**src/rtl/fifo_wr_arbiter.sv**
```systemverilog
// Round-robin arbiter that lets one of NUM_REQ requesters push bursts of up to
// MAX_BURST words into a downstream sync FIFO, honouring the FIFO full flag.
module fifo_wr_arbiter #(
  parameter int DATA_WIDTH = 8,
  parameter int NUM_REQ    = 4,
  parameter int MAX_BURST  = 4
) (
  input  logic                          clk,
  input  logic                          rst_n,
  input  logic [NUM_REQ-1:0]            req_valid,
  input  logic [NUM_REQ*DATA_WIDTH-1:0] req_data,
  output logic [NUM_REQ-1:0]            req_ready,
  input  logic                          fifo_full,
  output logic                          fifo_w_en,
  output logic [DATA_WIDTH-1:0]         fifo_data,
  output logic [$clog2(NUM_REQ)-1:0]    grant_id,
  output logic                          busy
);
  localparam int ID_W  = $clog2(NUM_REQ);
  localparam int CNT_W = $clog2(MAX_BURST) + 1;

  typedef enum logic {IDLE, GRANT} state_t;

  state_t            state;
  logic [ID_W-1:0]   rr_ptr;
  logic [CNT_W-1:0]  beat_cnt;
  logic [ID_W-1:0]   sel;
  logic [ID_W-1:0]   sel_nxt;
  logic [ID_W-1:0]   idx;
  logic              own_valid;
  logic              xfer;
  logic              last_beat;

  // Walk backwards so the closest set bit at or after rr_ptr wins.
  always_comb begin
    sel = '0;
    idx = '0;
    for (int k = NUM_REQ - 1; k >= 0; k--) begin
      idx = ID_W'((int'(rr_ptr) + k) % NUM_REQ);
      if (req_valid[idx]) sel = idx;
    end
  end

  assign sel_nxt   = (sel == ID_W'(NUM_REQ - 1)) ? '0 : sel + 1'b1;
  assign busy      = (state == GRANT);
  assign own_valid = req_valid[grant_id];
  assign xfer      = busy & own_valid & ~fifo_full;
  assign last_beat = (beat_cnt == CNT_W'(MAX_BURST - 1));
  assign fifo_w_en = xfer;
  assign fifo_data = req_data[int'(grant_id)*DATA_WIDTH +: DATA_WIDTH];

  for (genvar i = 0; i < NUM_REQ; i++) begin : g_rdy
    assign req_ready[i] = busy & ~fifo_full & (grant_id == ID_W'(i));
  end

  // Owner dropping valid releases even under a full stall, so a stalled
  // grant can never lock out the other requesters.
  always_ff @(posedge clk or negedge rst_n) begin
    if (!rst_n) begin
      state    <= IDLE;
      grant_id <= '0;
      rr_ptr   <= '0;
      beat_cnt <= '0;
    end else begin
      case (state)
        IDLE: begin
          if (|req_valid) begin
            state    <= GRANT;
            grant_id <= sel;
            rr_ptr   <= sel_nxt;
            beat_cnt <= '0;
          end
        end
        GRANT: begin
          if (xfer) beat_cnt <= beat_cnt + 1'b1;
          if ((xfer && last_beat) || !own_valid) state <= IDLE;
        end
        default: state <= IDLE;
      endcase
    end
  end
endmodule

```
**config.mk**
```make
export PLATFORM = sky130hd
export DESIGN_NAME = fifo_wr_arbiter
export DESIGN_NICKNAME = d
export VERILOG_FILES = /design/src/rtl/fifo_wr_arbiter.sv
export SDC_FILE = /design/constraint.sdc
export NUM_CORES = 1
export LEC_CHECK = 0
export ABC_AREA = 1
export CORE_ASPECT_RATIO = 1.5
export CORE_MARGIN = 8
export CORE_UTILIZATION = 40
export DETAILED_ROUTE_END_ITERATION = 8
export PLACE_DENSITY_LB_ADDON = 0.05
export SYNTH_ARGS = -nofsm -noshare
export SYNTH_HDL_FRONTEND = slang
export SYNTH_SLANG_ARGS = --single-unit
```
**constraint.sdc**
```tcl
create_clock -name clk -period 3.5 [get_ports clk]
set_clock_uncertainty 0.05 [all_clocks]
set_input_delay 1.05 -clock clk [delete_from_list [all_inputs] [get_ports clk]]
set_output_delay 1.05 -clock clk [all_outputs]
set_load 0.03 [all_outputs]
```
# Word level (Yosys, flattened, before mapping)
# Index checks and enable logic that the tools add are counted.
# W data, S select, Z words.
# totals
ff_bits,8
latch_bits,0
ramBits,0
rom_bits,0
input_bits,39
output_inout_bits,16
memories,0
# op_classes
add_sub_neg,5
n_mul,0
n_div,0
n_lt_le_gt_ge,5
n_eq_ne,7
n_shift,1
muxes,21
bitwise,9
n_reduce_logical,7
# ops
operator,count
$shiftx A32 B6 Y8,1
$lt A2 B3 Y1 const B,5
$bmux W1 S2,5
$mux W2,5
$and A1 B1 Y1,7
$mux W1,7
$eq A2 B2 Y1 const B,3
$mux W3,2
$pmux W3 S2,1
$add A2 B1 Y2 const B,2
$add A2 B2 Y2 const B,2
$reduce_and A2 Y1,2
$reduce_or A4 Y1,1
$add A3 B1 Y3 const B,1
$eq A3 B2 Y1 const B,1
$eq A2 B1 Y1 const B,1
$logic_not A2 Y1,1
$ne A2 B1 Y1 const B,1
$ne A2 B2 Y1 const B,1
$not A1 Y1,2
$pmux W1 S2,1
$logic_and A1 B1 Y1,1
$logic_not A1 Y1,1
$logic_or A1 B1 Y1,1

# Depth between registers and ports, before layout
# depth
depth_word,9
ltp_mapped,11
depth_no_buf,10

# Least setup slack after synthesis
# No wires, ideal clock.
# synth_path
path_kind,input-to-output
startpoint,input fifo_full
endpoint,output req_ready[0]
t_arrival_ps,2038
required_ps,2400
setup_slack_ps,362
cell_stages,3
n_path_buf,0
cell_sequence,nor2_1 -> inv_1 -> nor3_1
# synth_via
elab_chain_len,3
# synth_lines
element,line,rtl
start: declaration,13,"input logic fifo_full,"
$not A1 Y1,53,assign req_ready[i] = busy & ~fifo_full & (grant_id == ID_W'(i));
$and A1 B1 Y1 (2 in series),53,
end: declaration,12,"output logic [NUM_REQ-1:0] req_ready,"
# Every way passes these cells.

# Worst setup path after layout
# layout_path
startpoint,input req_data[7]
endpoint,output fifo_data[7]
# layout_via
elab_chain_len,1
# layout_lines
element,line,rtl
start: declaration,11,"input logic [NUM_REQ*DATA_WIDTH-1:0] req_data,"
$shiftx A32 B6 Y8,50,assign fifo_data = req_data[int'(grant_id)*DATA_WIDTH +: DATA_WIDTH];
end: declaration,15,"output logic [DATA_WIDTH-1:0] fifo_data,"
# Every way passes these cells.

==> summary.md <==
| Metric | Value |
|---|---|
| Slowest stage delay, CP | `0.68 ns` |
| Clk buf depth | `2` |
| Status | `finished, final reports clean` |
| Mapped Nets | `170` |
| Ys async rst share | `100%` |
| ANT nets after route | `0` |
| Int Power | `599 uW` |
| Slew Limit Fails | `0` |
| Kind of start point of the critical path | `input port` |
| Setup crit end kind | `output pin` |
| H-tree depth | `1` |
| I/O Buffers | `54` |
| Post-route clock period utilization | `98.8%` |
| Vias | `1082` |
| Min-Delay Path Class | `reg -> reg` |
| Most instantiated library cell after synthesis | `nand2_1` |
| Number of antenna diodes | `0` |
| Top post-synthesis cells by count | `nand2_1 (38), a22oi_1 (14), inv_1 (10)` |
| CTS tree | `yes` |
| Part of the power in registers | `16.3%` |
| Fillers | `224` |
| Core area | `2210 um2` |
| Top Family by Delay on Critical Path | `buffers and inverters` |
| Post-DP HPWL | `2.75 mm` |
| Sequential area share after synthesis | `22.0%` |
| Critical-path top delay cell | `clkdlybuf4s50_1` |
| VDD IR max | `0.000556 V` |
| Critical setup path kind | `in -> out` |
| NetSw | `743 uW` |
| CTS root buf | `clkbuf_4` |
| First-pass GRT wire length | `5.06 mm` |
| Final setup fails | `0` |
| Nets@finish | `227` |
| Sw Share | `55.4%` |
| Clock power share | `4.8%` |
| Total GRT Usage | `16.0%` |
| Post-Syn Area | `910 um2` |
| Die Wd | `54.9 um` |
| Synth Area per Inst | `7.05 um2` |
| Top FF cell, synth | `dfrtp_1` |
| P_leak | `0.718 nW` |
| Post-synth EDFFs | `0` |
| Max-slew headroom | `72.6%` |
| Pre-antenna DRT Iters | `4` |
| Placement Rows | `21` |
| Placed Cells | `204` |
| Initial core utilization | `41.2%` |
| Yosys warns | `0` |
| Most Frequent Cell on Critical Path | `clkdlybuf4s50_1` |
| Starting DRT DRC Count | `19` |
| # IOs | `55` |
| Die area | `4090 um2` |
| Hold Vio Cnt, Final | `0` |
| Placer congestion estimate | `0.762` |
| Layout cell share with drive strength beyond 1 | `20.1%` |
| FMAX | `0.289 GHz` |
| Critical Path, Cell by Cell | `clkdlybuf4s50_1, a22oi_1, nand2_1, clkdlybuf4s50_1` |
| Clk Latency, worst-skew pair | `0.24 ns` |
| CP required | `2.40 ns` |
| Synthesis-stage register bit count | `8` |
| Post-route insts no fill | `207` |
| Clock sink count | `8` |
| Setup tns final | `0 ns` |
| Clk slew on worst S/H paths | `0.05 ns` |
| CTS Buf Count | `3` |
| DRC | `0` |
| Vias/cell | `5.23` |
| Synth cell types | `27` |
| Max Cap Violations | `0` |
| Critical path arrival | `2.36 ns` |
| Syn Inst Count | `129` |
| Die height | `74.4 um` |
| Detailed-route wire length | `3.17 mm` |
| Vias in the first global route | `1146` |
| Crit path buf inv count | `2` |
| Syn-to-layout area delta | `62.2%` |
| P per Cell Area | `910 nW/um2` |
| Worst slew pin tran | `0.411 ns` |
| Largest net degree at the start of global routing | `10` |
| Top cell type's share of synthesized area | `22.0%` |
| Average routed wire per standard cell | `15.3 um` |
| Area leader, netlist | `dfrtp_1` |
| Worst Path Max Fanout | `1` |
| RSZ-0062 raised after global routing | `no` |
| Fin crit period | `3.46 ns` |
| Combinational share of power | `78.9%` |
| Initial antenna violation count | `0` |
| Largest cells by area after synthesis | `dfrtp_1 (22%), nand2_1 (16%), a22oi_1 (12%)` |
| Total congestion overflow | `0` |
==> flip-flops by register name (all words and copies together), names as in the netlist <==
name,flops
busy,1
rr_ptr,2
grant_id,2
beat_cnt,3
==> worst register-to-register path, delay by kind of cell, from the launching register on <==
kind,cells,cell delay [ns]
buf+inv,1,0.10
compound gates,2,0.20
flops,1,0.57
simple gates,4,0.52
==> worst paths after layout <==
| check | end | startpoint | cells after the start | slack (ns) |
|---|---|---|---|---|
| worst min-delay path | beat_cnt[0] | beat_cnt[0] | 1 | 0.43 |
| worst max register to register | beat_cnt[2] | grant_id[0] | 7 | 1.95 |
| max in group asynchronous | rr_ptr[0] | rst_n | 1 | 2.10 |
| worst min register to register | beat_cnt[0] | beat_cnt[0] | 1 | 0.43 |
| worst max-delay path | fifo_data[7] | req_data[7] | 4 | 0.04 |
| min in group asynchronous | beat_cnt[2] | rst_n | 1 | 1.04 |
==> kinds of logic (layout without fill, tap and decap cells) <==
group / after synthesis / after routing / synth area share [%]
flops: 8 / 8 / 22.0
buf+inv: 19 / 74 / 10.5
compound gates: 25 / 25 / 21.2
fa+ha+maj: 2 / 2 / 2.75
simple gates: 75 / 75 / 43.6
==> area by class of cell <==
cell class                      count  area [um2]  share of cell area [%]
Clock buffer                        3        22.5                    1.53
Multi-Input combinational cell    102         614                    41.6
Sequential cell                     8         200                    13.6
Timing Repair Buffer               55         541                    36.6
Inverter                           16        68.8                    4.66
Tap cell                           23        28.8                    1.95
==> routing by layer <==
metal	vias up	share of wire, %	track usage (%)
li1	543	-	-
met1	490	35	16.6
met2	43	53	28.6
met3	6	10	4.00
met4	0	2.3	6.97
met5	-	0	0
==> cell usage in the layout, fill, tap and decap left out, types with 2 or more instances in the layout <==
cell type	Yosys	routed
nand3_1	6	6
inv_2	4	4
dlymetal6s2s_1	0	2
a22oi_1	14	14
dfrtp_1	8	8
nor2_1	8	8
clkbuf_4	0	3
nand3_2	5	5
buf_4	2	6
o21ai_1	3	3
nand2_4	4	4
nand2_1	38	38
clkdlybuf4s50_1	0	47
ha_1	2	2
nand2_2	6	6
nor2_4	3	3
nor3_1	3	3
inv_1	10	10
a21oi_1	2	2
==> what timing repair did <==
action	in CTS	in global routing
hold buffers	0	0
gates resized for setup	0	2
buffers inserted	0	0
endpoints found under the setup margin	0	2
endpoints found under the hold margin	0	0
==> power groups by stage <==
| stage | Sequential, mW | Combinational [mW] | Clock, mW |
|---|---|---|---|
| floorplan | 0.200 | 0.770 | 0 |
| global placement | 0.217 | 1.05 | 0 |
| detailed placement | 0.221 | 1.07 | 0 |
| CTS | 0.220 | 1.07 | 0.0696 |
| global route | 0.229 | 1.16 | 0.0731 |
| finish | 0.219 | 1.06 | 0.0641 |
==> stage by stage <==
stage / hold WS [ns] / instance area, um2 / setup WS, ns / utilization [%] / total power, mW
6_report: 0.430 / 1480 / 0.0414 / 66.8 / 1.34
3_3_place_gp: 0.418 / 1450 / 0.0507 / 65.6 / 1.27
5_1_grt: 0.470 / 1480 / 0.00448 / 66.8 / 1.46
4_1_cts: 0.438 / 1470 / 0.0346 / 66.6 / 1.36
2_1_floorplan: 0.403 / 910 / 0.362 / - / 0.970
3_5_place_dp: 0.432 / 1450 / 0.0346 / 65.6 / 1.29
No activity file was read; power rests on OpenSTA's default activity.
